[src/rtl/ahb_input_stage_dma_phy.sv]
// ahb_input_stage_dma_phy: per-master AHB input stage; forwards or holds the address phase and returns the slave response.
module ahb_input_stage_dma_phy #(
  parameter int ADDR_WIDTH   = 32,
  parameter int MASTER_WIDTH = 4
) (
  input  logic                    HCLK,
  input  logic                    HRESETn,
  input  logic                    HSELS,
  input  logic [ADDR_WIDTH-1:0]   HADDRS,
  input  logic [1:0]              HTRANSS,
  input  logic                    HWRITES,
  input  logic [2:0]              HSIZES,
  input  logic [2:0]              HBURSTS,
  input  logic [3:0]              HPROTS,
  input  logic [MASTER_WIDTH-1:0] HMASTERS,
  input  logic                    HMASTLOCKS,
  input  logic                    HREADYS,
  input  logic                    active_ip,
  input  logic                    readyout_ip,
  input  logic                    resp_ip,
  output logic                    sel_ip,
  output logic [ADDR_WIDTH-1:0]   addr_ip,
  output logic [1:0]              trans_ip,
  output logic                    write_ip,
  output logic [2:0]              size_ip,
  output logic [2:0]              burst_ip,
  output logic [3:0]              prot_ip,
  output logic [MASTER_WIDTH-1:0] master_ip,
  output logic                    mastlock_ip,
  output logic                    held_tran_ip,
  output logic                    HREADYOUTS,
  output logic                    HRESPS
);
  localparam logic [1:0] NONSEQ = 2'b10;
  localparam logic [1:0] SEQ    = 2'b11;
  localparam logic [2:0] INCR   = 3'b001;
  logic                    pend_tran, data_phase, burst_remap;
  logic                    cap_sel, cap_write, cap_lock;
  logic [ADDR_WIDTH-1:0]   cap_addr;
  logic [1:0]              cap_trans;
  logic [2:0]              cap_size, cap_burst;
  logic [3:0]              cap_prot;
  logic [MASTER_WIDTH-1:0] cap_master;
  logic                    new_tran, held_seq, held_remap, live_remap;
  assign new_tran   = HSELS & HTRANSS[1] & HREADYS;
  // A held SEQ loses its burst context, so it restarts as NONSEQ and any non-single burst continues as INCR.
  assign held_seq   = pend_tran & (cap_trans == SEQ);
  assign held_remap = held_seq & (cap_burst != 3'd0);
  assign live_remap = ~pend_tran & burst_remap & (HTRANSS == SEQ);
  always_ff @(posedge HCLK or negedge HRESETn)
    if (!HRESETn) begin
      pend_tran   <= 1'b0;
      data_phase  <= 1'b0;
      burst_remap <= 1'b0;
      cap_sel     <= 1'b0;
      cap_addr    <= '0;
      cap_trans   <= '0;
      cap_write   <= 1'b0;
      cap_size    <= '0;
      cap_burst   <= '0;
      cap_prot    <= '0;
      cap_master  <= '0;
      cap_lock    <= 1'b0;
    end else begin
      if (HREADYS) begin
        cap_sel    <= HSELS;
        cap_addr   <= HADDRS;
        cap_trans  <= HTRANSS;
        cap_write  <= HWRITES;
        cap_size   <= HSIZES;
        cap_burst  <= HBURSTS;
        cap_prot   <= HPROTS;
        cap_master <= HMASTERS;
        cap_lock   <= HMASTLOCKS;
      end
      if (active_ip && readyout_ip) pend_tran <= 1'b0;
      else if (new_tran) pend_tran <= 1'b1;
      if (readyout_ip) data_phase <= active_ip & held_tran_ip & sel_ip;
      if (held_remap) burst_remap <= 1'b1;
      else if (!pend_tran && HREADYS && !HTRANSS[0]) burst_remap <= 1'b0;
    end
  assign sel_ip       = pend_tran ? cap_sel : HSELS;
  assign addr_ip      = pend_tran ? cap_addr : HADDRS;
  assign trans_ip     = held_seq ? NONSEQ : pend_tran ? cap_trans : HTRANSS;
  assign write_ip     = pend_tran ? cap_write : HWRITES;
  assign size_ip      = pend_tran ? cap_size : HSIZES;
  assign burst_ip     = (held_remap || live_remap) ? INCR : pend_tran ? cap_burst : HBURSTS;
  assign prot_ip      = pend_tran ? cap_prot : HPROTS;
  assign master_ip    = pend_tran ? cap_master : HMASTERS;
  assign mastlock_ip  = pend_tran ? cap_lock : HMASTLOCKS;
  assign held_tran_ip = pend_tran | (HTRANSS[1] & HREADYS);
  assign HREADYOUTS   = pend_tran ? 1'b0 : data_phase ? readyout_ip : 1'b1;
  assign HRESPS       = data_phase & resp_ip;
endmodule

[config.mk]
export PLATFORM = sky130hd
export DESIGN_NAME = ahb_input_stage_dma_phy
export DESIGN_NICKNAME = d
export VERILOG_FILES = /design/src/rtl/ahb_input_stage_dma_phy.sv
export SDC_FILE = /design/constraint.sdc
export NUM_CORES = 1
export LEC_CHECK = 0
export ABC_AREA = 1
export CAP_MARGIN = 0
export CORE_AREA = 2 2 80 82
export DETAILED_ROUTE_END_ITERATION = 16
export DIE_AREA = 0 0 82 84
export GPL_TIMING_DRIVEN = 0
export PLACE_DENSITY_LB_ADDON = 0.3
export SYNTH_ARGS = -nofsm -noshare
export SYNTH_HDL_FRONTEND = slang
export SYNTH_SLANG_ARGS = --single-unit
[constraint.sdc]
create_clock -name HCLK -period 3 [get_ports HCLK]
set_input_delay 0.6 -clock HCLK [delete_from_list [all_inputs] [get_ports HCLK]]
set_output_delay 0.6 -clock HCLK [all_outputs]
set_load 0.01 [all_outputs]
==> results.json <==
{
  "worstSetupPathDepth": 7,
  "grt.total_usage": 0.217,
  "worst_pin_slew_ns": 0.562,
  "vias": 2657,
  "synth_seq_cells": 54,
  "row_count": 29,
  "yosysMostFrequentCell": "nand2_1",
  "numCtsBuffers": 5,
  "tritoncts": "yes",
  "gr-total-overflow": 0,
  "h-tree-depth": 2,
  "synth_edf_count": 0,
  "drt_pass1_iterations": 6,
  "vdd_ir_drop_max_mv": 0.273,
  "layoutNonFillerInstCount": 552,
  "p_seq_frac": 0.447,
  "stdcell_area_um2": 3990,
  "hp-class": "primary input to asynchronous set/reset pin",
  "comb_power_share": 0.331,
  "io_pins": 111,
  "area_growth_pct": 48.1,
  "grt_pass1_wl_um": 11800,
  "wl_per_cell_um": 12.7,
  "leakagePower_nw": 1.93,
  "hold_ws_ns": 0.286,
  "clock.fmax_mhz": 393,
  "first_global_vias": 2586,
  "dp.cells": 544,
  "setup_violations": 0,
  "cp_cell_sequence": "buf_6 -> inv_4 -> buf_6 -> buf_6 -> nand2_1 -> o21ai_0 -> clkdlybuf4s50_1",
  "drt_iter0_markers": 89,
  "clk_path_buf_depth": 2,
  "clock_skew_ns": 0.00136,
  "synth_cells": 357,
  "synth_common_cells": "nand2_1 (114), o21ai_0 (94), dfrtp_1 (54)",
  "cts.hold.buffers_added": 0,
  "rsz0062_at_grt": "false",
  "crit_slowest_cell": "clkdlybuf4s50_1",
  "worst-r2r-setup-slack_ns": 1.85,
  "min_period_over_period": 0.849,
  "p_int_mw": 1.29,
  "die_area_um2": 6890,
  "yosys_warnings": 0,
  "place_ws_ns": 0.465,
  "yosysUniqueCellTypes": 16,
  "wirelength_um": 7010,
  "dpl.hpwl_um": 5240,
  "post_route_cells_drive_above_1_share": 0.0611,
  "die_y_um": 84,
  "p_switching_uw": 526,
  "ff2ff_path_depth": 6,
  "path_buf_inv": 5,
  "power_mw": 1.82,
  "drc": 0,
  "fillers": 534,
  "insertion_delay_ns": 0.29,
  "ant_nets": 0,
  "synth-main-ff-cell": "dfrtp_1",
  "synth_area_leaders": "dfrtp_1 (50%), o21ai_0 (17%), nand2_1 (16%), inv_1 (7.4%), buf_6 (2.1%)",
  "fin_setup_tns_ns": 0,
  "nets": 531,
  "seq_area_frac_synth": 0.502,
  "synth_fp_nets": 414,
  "swShare": 0.289,
  "post_cts_resized": 0,
  "antenna_found_initial": 0,
  "placed_area_um2": 3890,
  "grt_max_degree": 31,
  "setup_slack_ns": 0.454,
  "io_buffers": 109,
  "powerDensity_nw_per_um2": 456,
  "worst-path-max-fanout": 10,
  "path_class": "flip-flop to primary output",
  "period_needed_ns": 2.55,
  "cp-start-kind": "flip-flop",
  "maxSlewViolCount": 0,
  "initial_core_util": 0.442,
  "die_x_um": 82,
  "yosys.area.top_type": "dfrtp_1",
  "crit_arrival_ns": 1.95,
  "worstPathRequired_ns": 2.40,
  "core_um2": 6100,
  "status": "complete, no violations",
  "timing.final.hold_violations": 0,
  "gp_congestion": 0.774,
  "clk_pin_slew_ns": 0.09,
  "pwr-share-clk": 0.222,
  "cp-end-kind": "primary output",
  "cpPeakStageDelay_ns": 0.58,
  "final_util": 0.654,
  "post_cts_buffers": 0,
  "antenna_cells": 0,
  "crit_family": "buffers and inverters",
  "cts_root_buf": "clkbuf_8",
  "syn-cell-area_um2": 2690,
  "drv_cap": 0,
  "relSlewSlack": 0.625,
  "syn_avg_cell_area_um2": 7.54,
  "vias_per_cell": 4.81,
  "async_reset_ff_frac": 1.00,
  "synth_top_area_share": 0.502,
  "crit_top_cell": "buf_6",
  "clock-sinks": 54
}
[layout by cell type (no fill, tap or decap)]
cell type / count
clkdlybuf4s50_1: 108
buf_6: 5
inv_4: 1
clkbuf_8: 6
clkbuf_2: 4
inv_1: 53
o21ai_0: 94
o21a_1: 2
a21oi_1: 4
buf_12: 1
clkinv_2: 1
nand4_1: 1
nor2_1: 6
mux2_2: 1
o21ai_1: 2
clkbuf_1: 5
dfrtp_1: 54
nand2_1: 114
buf_2: 10
nand3_1: 3
[area by class of cell]
type / instances / area (um2) / share of cell area
timing repair buffer: 110 / 1110 / 0.278
sequential: 54 / 1350 / 0.339
clock buffer: 7 / 86.3 / 0.0217
inverter: 54 / 205 / 0.0515
tap: 77 / 96.3 / 0.0242
multi-input combinational: 227 / 998 / 0.251
clock inverter: 1 / 5.00 / 0.00126
buffer: 22 / 136 / 0.0342
[layer usage]
layer	track usage	vias to the layer above	routed length, um
met5	0	-	0
met4	0.0636	0	144
met3	0.0379	13	347
met2	0.350	79	3390
met1	0.298	1221	3140
li1	-	1344	-
[power groups by stage]
stage          clock network (mW)  registers, mW  logic (mW)
2_1_floorplan                   0          0.823       0.263
3_3_place_gp                    0          0.827       0.591
3_5_place_dp                    0          0.829       0.604
6_report                    0.403          0.814       0.602
5_1_grt                     0.444          0.822       0.666
4_1_cts                     0.413          0.814       0.608
[state kept, by name, summed over array words and instances (netlist names), 2 cells and up]
| register | flops |
|---|---|
| cap_prot | 4 |
| cap_burst | 3 |
| cap_trans | 2 |
| cap_size | 3 |
| cap_master | 4 |
| cap_addr | 32 |
[logic make-up after synthesis]
group / count (synthesis) / synth area share
compound gates: 102 / 0.192
buf+inv: 76 / 0.127
flops: 54 / 0.502
mux: 1 / 0.00418
simple gates: 124 / 0.175
[path summary, 6_finish.rpt]
check                            from           end
max reg2reg                 pend_tran   burst_remap
min                           HRESETn    data_phase
min in group HCLK          data_phase    data_phase
max                         pend_tran    prot_ip[0]
max in group asynchronous     HRESETn  cap_burst[1]
min reg2reg                data_phase    data_phase
No activity file was read; power rests on OpenSTA's default activity.
